`src/rtl/smss32_pow_seq_if.sv`:
```
// Purpose : stream handshake bundle for the GF(2^6) power-map engine.
// Signals : in_valid/in_ready/in_x/in_e  - job request (base x, exponent E)
//           out_valid/out_ready/out_y    - result x^E
//           busy                         - engine is working or holding a result
// Modports: master drives the request side and consumes the result,
//           slave is the engine itself.
interface smss32_pow_seq_if;
  logic       in_valid;
  logic       in_ready;
  logic [5:0] in_x;
  logic [5:0] in_e;
  logic       out_valid;
  logic       out_ready;
  logic [5:0] out_y;
  logic       busy;

  modport master (
    output in_valid, in_x, in_e, out_ready,
    input  in_ready, out_valid, out_y, busy
  );

  modport slave (
    input  in_valid, in_x, in_e, out_ready,
    output in_ready, out_valid, out_y, busy
  );
endinterface

```
`src/rtl/smss32_pow_seq.sv`:
```
// Purpose : iterative y = x^E over GF(2^6) (poly x^6+x+1, polynomial basis)
//           using left-to-right square-and-multiply on one shared multiplier.
// Ports   : clk  - rising-edge clock
//           rst  - asynchronous active-high reset
//           bus  - smss32_pow_seq_if.slave (request/result handshakes, busy)
// Params  : N (field degree, 6 only), POLY (reduction polynomial),
//           CONST_TIME (1: a multiply step is spent on every exponent bit).
//
// state | meaning
// IDLE  | waiting for a job, in_ready=1
// SQ    | acc <= acc^2 for exponent bit idx
// MUL   | acc <= acc*base if e[idx]=1 (otherwise a discarded dummy product)
// DONE  | out_y/out_valid held until out_ready
module smss32_pow_seq #(
  parameter int          N          = 6,
  parameter logic [6:0]  POLY       = 7'b1000011,
  parameter bit          CONST_TIME = 1'b0
) (
  input  logic              clk,
  input  logic              rst,
  smss32_pow_seq_if.slave   bus
);

  localparam logic [1:0] S_IDLE = 2'd0;
  localparam logic [1:0] S_SQ   = 2'd1;
  localparam logic [1:0] S_MUL  = 2'd2;
  localparam logic [1:0] S_DONE = 2'd3;

  localparam logic [2:0] IDX_TOP = 3'd5;

  logic [1:0]   state_q, state_d;
  logic [N-1:0] acc_q, acc_d;
  logic [N-1:0] base_q, base_d;
  logic [N-1:0] e_q, e_d;
  logic [2:0]   idx_q, idx_d;
  logic [N-1:0] out_y_q, out_y_d;
  logic         out_valid_q, out_valid_d;

  logic [N-1:0]   mul_a, mul_b, mul_p;
  logic [2*N-2:0] prod;
  logic           e_bit;

  // Shared multiplier: operand B is the only thing that changes between
  // squaring (acc,acc) and multiplying (acc,base).
  always_comb begin
    mul_a = acc_q;
    mul_b = (state_q == S_MUL) ? base_q : acc_q;
    prod  = '0;
    for (int i = 0; i < N; i++) begin
      if (mul_b[i]) prod = prod ^ ({{(N-1){1'b0}}, mul_a} << i);
    end
    // Fold the high terms down from the top so each fold can only
    // create lower-order terms that a later iteration clears.
    for (int i = 2*N-2; i >= N; i--) begin
      if (prod[i]) prod = prod ^ ({{(N-2){1'b0}}, POLY} << (i-N));
    end
    mul_p = prod[N-1:0];
  end

  assign e_bit = e_q[idx_q];

  always_comb begin
    state_d     = state_q;
    acc_d       = acc_q;
    base_d      = base_q;
    e_d         = e_q;
    idx_d       = idx_q;
    out_y_d     = out_y_q;
    out_valid_d = out_valid_q;
    case (state_q)
      S_IDLE: begin
        if (bus.in_valid) begin
          base_d  = bus.in_x;
          e_d     = bus.in_e;
          acc_d   = {{(N-1){1'b0}}, 1'b1};
          idx_d   = IDX_TOP;
          state_d = S_SQ;
        end
      end
      S_SQ: begin
        acc_d = mul_p;
        if (e_bit || CONST_TIME) begin
          state_d = S_MUL;
        end else if (idx_q == 3'd0) begin
          out_y_d     = mul_p;
          out_valid_d = 1'b1;
          state_d     = S_DONE;
        end else begin
          idx_d = idx_q - 3'd1;
        end
      end
      S_MUL: begin
        if (e_bit) acc_d = mul_p;
        if (idx_q == 3'd0) begin
          out_y_d     = acc_d;
          out_valid_d = 1'b1;
          state_d     = S_DONE;
        end else begin
          idx_d   = idx_q - 3'd1;
          state_d = S_SQ;
        end
      end
      default: begin
        if (bus.out_ready) begin
          out_valid_d = 1'b0;
          state_d     = S_IDLE;
        end
      end
    endcase
  end

  always_ff @(posedge clk or posedge rst) begin
    if (rst) begin
      state_q     <= S_IDLE;
      acc_q       <= {{(N-1){1'b0}}, 1'b1};
      base_q      <= '0;
      e_q         <= '0;
      idx_q       <= IDX_TOP;
      out_y_q     <= '0;
      out_valid_q <= 1'b0;
    end else begin
      state_q     <= state_d;
      acc_q       <= acc_d;
      base_q      <= base_d;
      e_q         <= e_d;
      idx_q       <= idx_d;
      out_y_q     <= out_y_d;
      out_valid_q <= out_valid_d;
    end
  end

  assign bus.in_ready  = (state_q == S_IDLE);
  assign bus.busy      = (state_q != S_IDLE);
  assign bus.out_valid = out_valid_q;
  assign bus.out_y     = out_y_q;

endmodule

```
`src/flat_wrapper.sv`:
```
// flat-port wrapper written by rule: the top's interface ports become plain ports
module smss32_pow_seq_flat 
#(
  parameter int          N          = 6,
  parameter logic [6:0]  POLY       = 7'b1000011,
  parameter bit          CONST_TIME = 1'b0
)
  (clk, rst, bus_in_valid, bus_in_x, bus_in_e, bus_out_ready, bus_in_ready, bus_out_valid, bus_out_y, bus_busy);
  smss32_pow_seq_if bus_i ();
  input  logic clk;
  input  logic rst;
  input wire logic [$bits(bus_i.in_valid)-1:0] bus_in_valid;
  input wire logic [$bits(bus_i.in_x)-1:0] bus_in_x;
  input wire logic [$bits(bus_i.in_e)-1:0] bus_in_e;
  input wire logic [$bits(bus_i.out_ready)-1:0] bus_out_ready;
  output wire logic [$bits(bus_i.in_ready)-1:0] bus_in_ready;
  output wire logic [$bits(bus_i.out_valid)-1:0] bus_out_valid;
  output wire logic [$bits(bus_i.out_y)-1:0] bus_out_y;
  output wire logic [$bits(bus_i.busy)-1:0] bus_busy;
  assign bus_i.in_valid = bus_in_valid;
  assign bus_i.in_x = bus_in_x;
  assign bus_i.in_e = bus_in_e;
  assign bus_i.out_ready = bus_out_ready;
  assign bus_in_ready = bus_i.in_ready;
  assign bus_out_valid = bus_i.out_valid;
  assign bus_out_y = bus_i.out_y;
  assign bus_busy = bus_i.busy;
  smss32_pow_seq #(.N(N), .POLY(POLY), .CONST_TIME(CONST_TIME)) u_core (.clk(clk), .rst(rst), .bus(bus_i));
endmodule
```
`config.mk`:
```
export PLATFORM = sky130hd
export DESIGN_NAME = smss32_pow_seq_flat
export DESIGN_NICKNAME = d
export VERILOG_FILES = /design/src/rtl/smss32_pow_seq_if.sv /design/src/rtl/smss32_pow_seq.sv /design/src/flat_wrapper.sv
export SDC_FILE = /design/constraint.sdc
export NUM_CORES = 1
export LEC_CHECK = 0
export ABC_CLOCK_PERIOD_IN_PS = 5200
export CAP_MARGIN = 10
export CORE_UTILIZATION = 62
export CTS_CLUSTER_DIAMETER = 120
export DETAILED_ROUTE_END_ITERATION = 16
export HOLD_SLACK_MARGIN = 0.03
export PLACE_DENSITY = 0.86
export RECOVER_POWER = 100
export SYNTH_ARGS = -nofsm -noshare
export SYNTH_HDL_FRONTEND = slang
export SYNTH_SLANG_ARGS = --single-unit
```
`constraint.sdc`:
```
create_clock -name clk -period 5.2 [get_ports clk]
set_input_delay 0.52 -clock clk [delete_from_list [all_inputs] [get_ports clk]]
set_output_delay 0.52 -clock clk [all_outputs]
set_load 0.01 [all_outputs]
```
==> results of run 1 <==
-- area by class of cell --
class	instances	area, µm²
Multi-Input combinational cell	204	1490
Fill cell	282	1020
Sequential cell	30	754
Timing Repair Buffer	25	244
Clock buffer	6	82.6
Tap cell	48	60.1
Inverter	14	52.6
Clock inverter	2	12.5
-- layer usage --
| metal | vias to the layer above | GRT usage (%) | routed length, µm |
|---|---|---|---|
| li1 | 950 | - | - |
| met1 | 968 | 34.6 | 2260 |
| met2 | 55 | 48.6 | 2640 |
| met3 | 10 | 4.58 | 290 |
| met4 | 0 | 11.4 | 87 |
| met5 | - | 0 | 0 |
-- critical path, stage by stage, from the launching register on --
cell     delay, ns
dfstp_1       0.62
mux2_1        0.34
and3_1        0.19
nor3_1        1.26
mux2i_2       0.16
nor2_1        0.47
inv_1         0.21
o41ai_2       0.36
-- sequential cells by signal, indices dropped and copies added (netlist names) --
signal,flops
u_core.base_q,6
u_core.bus.out_valid,1
u_core.e_q,6
u_core.acc_q,6
u_core.idx_q,3
u_core.bus.out_y,6
u_core.state_q,2
-- synthesized netlist by cell type, types with 6 or more instances --
master,n
xor2_1,6
nand2_1,44
nand2b_1,6
xnor2_1,15
ha_1,6
mux2_2,12
nor2_1,8
dfrtp_1,27
buf_2,6
inv_1,13
o21ai_0,12
nor3_1,6
a21oi_1,11
-- power by group --
group	internal, mW	switching, mW	total [mW]
Clock	0.106	0.0924	0.199
Combinational	0.406	0.481	0.887
Sequential	0.344	0.161	0.505
Total	0.857	0.734	1.59
-- how the worst max path moves through the flow --
stage	from	end	slack (ns)	depth (start not counted)
after floorplan	u_core.idx_q[0]$_DFFE_PP1P_	u_core.idx_q[1]$_DFFE_PP0P_	3.13	7
after global placement	u_core.state_q[0]$_DFFE_PP0P_	u_core.bus.out_y[0]$_DFFE_PP0P_	2.46	8
after detailed placement	u_core.state_q[0]$_DFFE_PP0P_	u_core.bus.out_y[0]$_DFFE_PP0P_	2.34	8
after CTS	u_core.state_q[0]$_DFFE_PP0P_	u_core.bus.out_y[0]$_DFFE_PP0P_	2.33	8
after global routing	u_core.idx_q[0]$_DFFE_PP1P_	u_core.bus.out_y[0]$_DFFE_PP0P_	1.27	7
final	u_core.idx_q[0]$_DFFE_PP1P_	u_core.bus.out_y[0]$_DFFE_PP0P_	1.48	7
-- cell families after synthesis --
family	Yosys count	synth area share, %
simple gates	92	19.1
compound gates	58	16.7
buf+inv	32	6.64
flops	30	31.0
xor+xnor	29	14.7
mux	19	8.70
fa+ha+maj	6	3.09
==> results.ini, run 1 <==
[final_layout]
final_core_util_pct=72.6
finalNonFillerCells=329
nets=302
fin_area_mm2=0.00270
area_delta_synth_final_pct=11.0
antennaDiodeCount=0
final_common_cell=nand2_1
drive_gt1_share_pct=12.1
final_cell_mix=nand2_1 (44), dfrtp_1 (27), xnor2_1 (15)

[global_route]
grt_pass1_vias=1989
track_usage_pct=28.0
grt_max_degree=31
grt_pass1_wl_mm=8.93
gr-total-overflow=0
antenna_found_initial=0

[cts]
numCtsBuffers=5
cts.sinks=30
post_cts.repair.setup_buffers=0
clk_pin_slew_ns=0.07
cts-root-buf=clkbuf_8
cts.repair.resized=0
h-tree-depth=2
insertion_delay_ns=0.29
hold_buffers=0
cts_tree=yes
cts_buffer_depth=2

[floorplan]
rows=22
coreArea_mm2=0.00372
start_util_pct=65.4
die_w_um=64.6
ioPinCount=25
dieHeight_um=64.6
fp.dieArea_mm2=0.00418

[sta]
fin_crit_ns=3.72
setup_viol=0
fin_ws_ns=1.48
fin_crit_sh_pct=71.5
tns_ns=0
worst_pin_slew_ns=1.67
skew_ns=0.00692
rsz0062_at_grt=no
hold_violations=0
slew_headroom_pct=-12.2
slew_violations=47
whs_ns=0.506
timing.fmax_mhz=269

[pwr]
power_mw=1.59
power_density_mw_per_mm2=590
peakVddDrop_mv=0.411
p_leak_nw=1.13

[yosys]
async_flop_share_pct=100
synth_area_leader_cell=dfrtp_1
ys_types=64
synth_area_mm2=0.00243
yosys_warnings=0
seq_area_frac_synth_pct=31.0
synth_fp_nets=288
synth-seq-cells=30
synthFlopType=dfrtp_1
synth_top_area_share_pct=27.8
synth_cells=266
avgSynthCellArea_um2=9.14
synth_edf_count=0
synthTopCellsByArea=dfrtp_1 (28%), nand2_1 (6.8%), mux2_2 (5.6%)

[placed_design]
dpl.hpwl_mm=3.59
pre_cts_ws_ns=2.34
portBuffers=24
place_inst=321
gp_congestion=0.857
place_area_mm2=0.00263

[worst_setup_path]
r2r_setup_slack_ns=1.48
r2r_cells=7
worstPathRequired_ns=5.39
arrival_ns=3.90
r2r_start=u_core.idx_q[0]$_DFFE_PP1P_
worst-setup-path-type=flip-flop to flip-flop
worstSetupStartpointType=flip-flop
cp_max_fo=15
end_kind=flip-flop
worstReg2RegEnd=u_core.bus.out_y[0]$_DFFE_PP0P_

[routing]
remaining_drc_errors=0
wl_mm=5.27
route.vias.total=1983
ant_nets=0
wl_per_cell_um=16.0
vias_per_cell=6.03
first_pass_iters=4
first_iter_violations=202

[worst_hold_path]
holdPathStages=1
hold_end=u_core.bus.out_y[1]$_DFFE_PP0P_
hold_path_class=flip-flop to flip-flop
worstHoldStart=u_core.bus.out_y[1]$_DFFE_PP0P_

[job]
drv_cap=2

[outcome]
failed_checks=capacitance limit, slew limit
status=finished, violations left

Note: power is estimated with default switching activity, not from simulation.
==> run 2, diff against run 1 <==
--- a/config.mk
+++ b/config.mk
@@ -5,13 +5,13 @@
 export SDC_FILE = /design/constraint.sdc
 export NUM_CORES = 1
 export LEC_CHECK = 0
-export ABC_CLOCK_PERIOD_IN_PS = 5200
+export ABC_CLOCK_PERIOD_IN_PS = 3100
 export CAP_MARGIN = 10
-export CORE_UTILIZATION = 62
+export CORE_UTILIZATION = 52
 export CTS_CLUSTER_DIAMETER = 120
 export DETAILED_ROUTE_END_ITERATION = 16
 export HOLD_SLACK_MARGIN = 0.03
-export PLACE_DENSITY = 0.86
+export PLACE_DENSITY = 0.77
 export RECOVER_POWER = 100
 export SYNTH_ARGS = -nofsm -noshare
 export SYNTH_HDL_FRONTEND = slang
==> constraint.sdc (replaced) <==
create_clock -name clk -period 3.1 [get_ports clk]
set_input_delay 0.31 -clock clk [delete_from_list [all_inputs] [get_ports clk]]
set_output_delay 0.31 -clock clk [all_outputs]
set_load 0.01 [all_outputs]
==> run 2 against run 1 <==
Against the previous run: the run still ends with capacitance limit, slew limit left; critical path depth is the same; combinational power is 72% higher; flip-flop and latch count did not move; register-to-register slack worse by 1.0 ns; global-route usage shrank 5.5 points; sequential share of layout area decreased by 0.32 points; count of clock-buffer cells in the layout did not move; worst hold slack got worse by 0.014 ns; design area is 1.2% higher.
==> results.ini, run 2 (same netlist as run 1, synthesis figures left out) <==
[outcome]
status=finished, violations left
failed_checks=capacitance limit, slew limit

[global_route]
grt_pass1_vias=1874
gr-total-overflow=0
use_met3_pct=3.75
grt_pass1_wl_mm=8.89
busiest_layer=met2
grt_max_degree=31
antenna_found_initial=0
grt.met1_usage_pct=29.9
track_usage_pct=22.6
use_met2_pct=37.9

[worst_setup_path]
crit_buf_inv=1
worstReg2RegEnd=u_core.bus.out_y[0]$_DFFE_PP0P_
cpPeakStageDelay_ns=0.57
worst-setup-path-type=flip-flop to flip-flop
cp_top_family=simple AND/OR/NAND/NOR gates
r2r_start=u_core.idx_q[0]$_DFFE_PP1P_
cp_max_fo=11
end_kind=flip-flop
arrival_ns=2.81
r2r_setup_slack_ns=0.45
slowest_stage=dfstp_2
crit_chain=mux2_1, and3_1, nor3_2, mux2i_2, nor2_4, inv_2, o41ai_2
worstSetupStartpointType=flip-flop
worstPathRequired_ns=3.27
r2r_cells=7

[cts]
hold_buffers=0
cts-root-buf=clkbuf_8
clk_pin_slew_ns=0.06
post_cts.repair.setup_buffers=0
cts_buffer_depth=2
cts.sinks=30
cts_tree=yes
h-tree-depth=2
insertion_delay_ns=0.27
cts.repair.resized=0
numCtsBuffers=5

[routing]
wl_mm=5.20
vias_per_cell=5.81
ant_nets=0
route.vias.total=1958
remaining_drc_errors=0
first_iter_violations=147
wl_per_cell_um=15.4
first_pass_iters=4

[sta]
tns_ns=0
hold_violations=0
slew_violations=31
skew_ns=0.00245
fin_crit_ns=2.65
timing.fmax_mhz=378
slew_headroom_pct=-8.12
fin_crit_sh_pct=85.4
setup_viol=0
worst_pin_slew_ns=1.62
rsz0062_at_grt=no

[floorplan]
dieHeight_um=70.4
fp.dieArea_mm2=0.00495
die_w_um=70.4
rows=24
ioPinCount=25
coreArea_mm2=0.00441
start_util_pct=55.1

[pwr]
p_leak_nw=1.14
power_mw=2.68
peakVddDrop_mv=0.601
power_density_mw_per_mm2=981

[final_layout]
antennaDiodeCount=0
final_common_cell=nand2_1
final_core_util_pct=61.8
final_cell_mix=nand2_1 (44), dfrtp_1 (27), xnor2_1 (15)
nFillCells=379
nets=306
area_delta_synth_final_pct=12.2
drive_gt1_share_pct=14.0

[placed_design]
dpl.hpwl_mm=3.78
portBuffers=24
gp_congestion=0.875

[worst_hold_path]
worstHoldStart=u_core.bus.out_y[1]$_DFFE_PP0P_
hold_path_class=flip-flop to flip-flop
holdPathStages=1
hold_end=u_core.bus.out_y[1]$_DFFE_PP0P_

[job]
drv_cap=1

[run 2: through the flow]
stage / hold slack [ns] / cell area, µm² / std cells / setup WS, ns
6_report: 0.492 / 2730 / 337 / 0.453
3_3_place_gp: 0.480 / 2670 / 329 / 0.715
5_1_grt: 0.513 / 2730 / 337 / 0.198
4_1_cts: 0.433 / 2750 / 337 / 0.582
2_1_floorplan: 0.399 / 2430 / 266 / 1.03
3_5_place_dp: 0.478 / 2670 / 329 / 0.631
[run 2: worst max-delay path by stage]
stage / end / slack (ns) / start / cells after the start
2_1_floorplan: u_core.idx_q[1]$_DFFE_PP0P_ / 1.03 / u_core.idx_q[0]$_DFFE_PP1P_ / 7
3_3_place_gp: u_core.bus.out_y[0]$_DFFE_PP0P_ / 0.71 / u_core.state_q[0]$_DFFE_PP0P_ / 8
3_5_place_dp: u_core.bus.out_y[0]$_DFFE_PP0P_ / 0.63 / u_core.state_q[0]$_DFFE_PP0P_ / 8
4_1_cts: u_core.bus.out_y[0]$_DFFE_PP0P_ / 0.58 / u_core.state_q[0]$_DFFE_PP0P_ / 8
5_1_grt: u_core.acc_q[3]$_DFFE_PP0P_ / 0.20 / u_core.idx_q[0]$_DFFE_PP1P_ / 6
6_report: u_core.bus.out_y[0]$_DFFE_PP0P_ / 0.45 / u_core.idx_q[0]$_DFFE_PP1P_ / 7
[run 2: layer usage]
| layer | part of all wire, % | vias to the layer above |
|---|---|---|
| li1 | - | 957 |
| met1 | 44 | 947 |
| met2 | 50 | 48 |
| met3 | 5.1 | 6 |
| met4 | 0.81 | 0 |
| met5 | 0 | - |
[run 2: layout make-up]
cell class              count  area [µm²]  area share, %
inverters                  14        52.6           1.93
flip-flops and latches     30         754           27.6
clock inverters             2        10.0          0.367
well taps                  52        65.1           2.38
repair buffers             29         270           9.90
clock buffers               6        72.6           2.66
multi-input cells         204        1500           55.1
[run 2: worst register-to-register path, cell delays in order, from the launching register on]
cell	delay, ns
dfstp_2	0.57
mux2_1	0.32
and3_1	0.20
nor3_2	0.56
mux2i_2	0.21
nor2_4	0.23
inv_2	0.09
o41ai_2	0.36
[run 2: power breakdown]
| group | switching (mW) | internal (mW) |
|---|---|---|
| clock | 0.140 | 0.155 |
| combinational | 0.823 | 0.710 |
| sequential | 0.271 | 0.579 |
==> run 3, diff against run 2 <==
--- a/config.mk
+++ b/config.mk
@@ -13,6 +13,7 @@
 export HOLD_SLACK_MARGIN = 0.03
 export PLACE_DENSITY = 0.77
 export RECOVER_POWER = 100
+export SLEW_MARGIN = 15
 export SYNTH_ARGS = -nofsm -noshare
 export SYNTH_HDL_FRONTEND = slang
 export SYNTH_SLANG_ARGS = --single-unit
==> results of run 3 <==
Same layout as run 2: the final DEF is identical, and so are final timing and power.
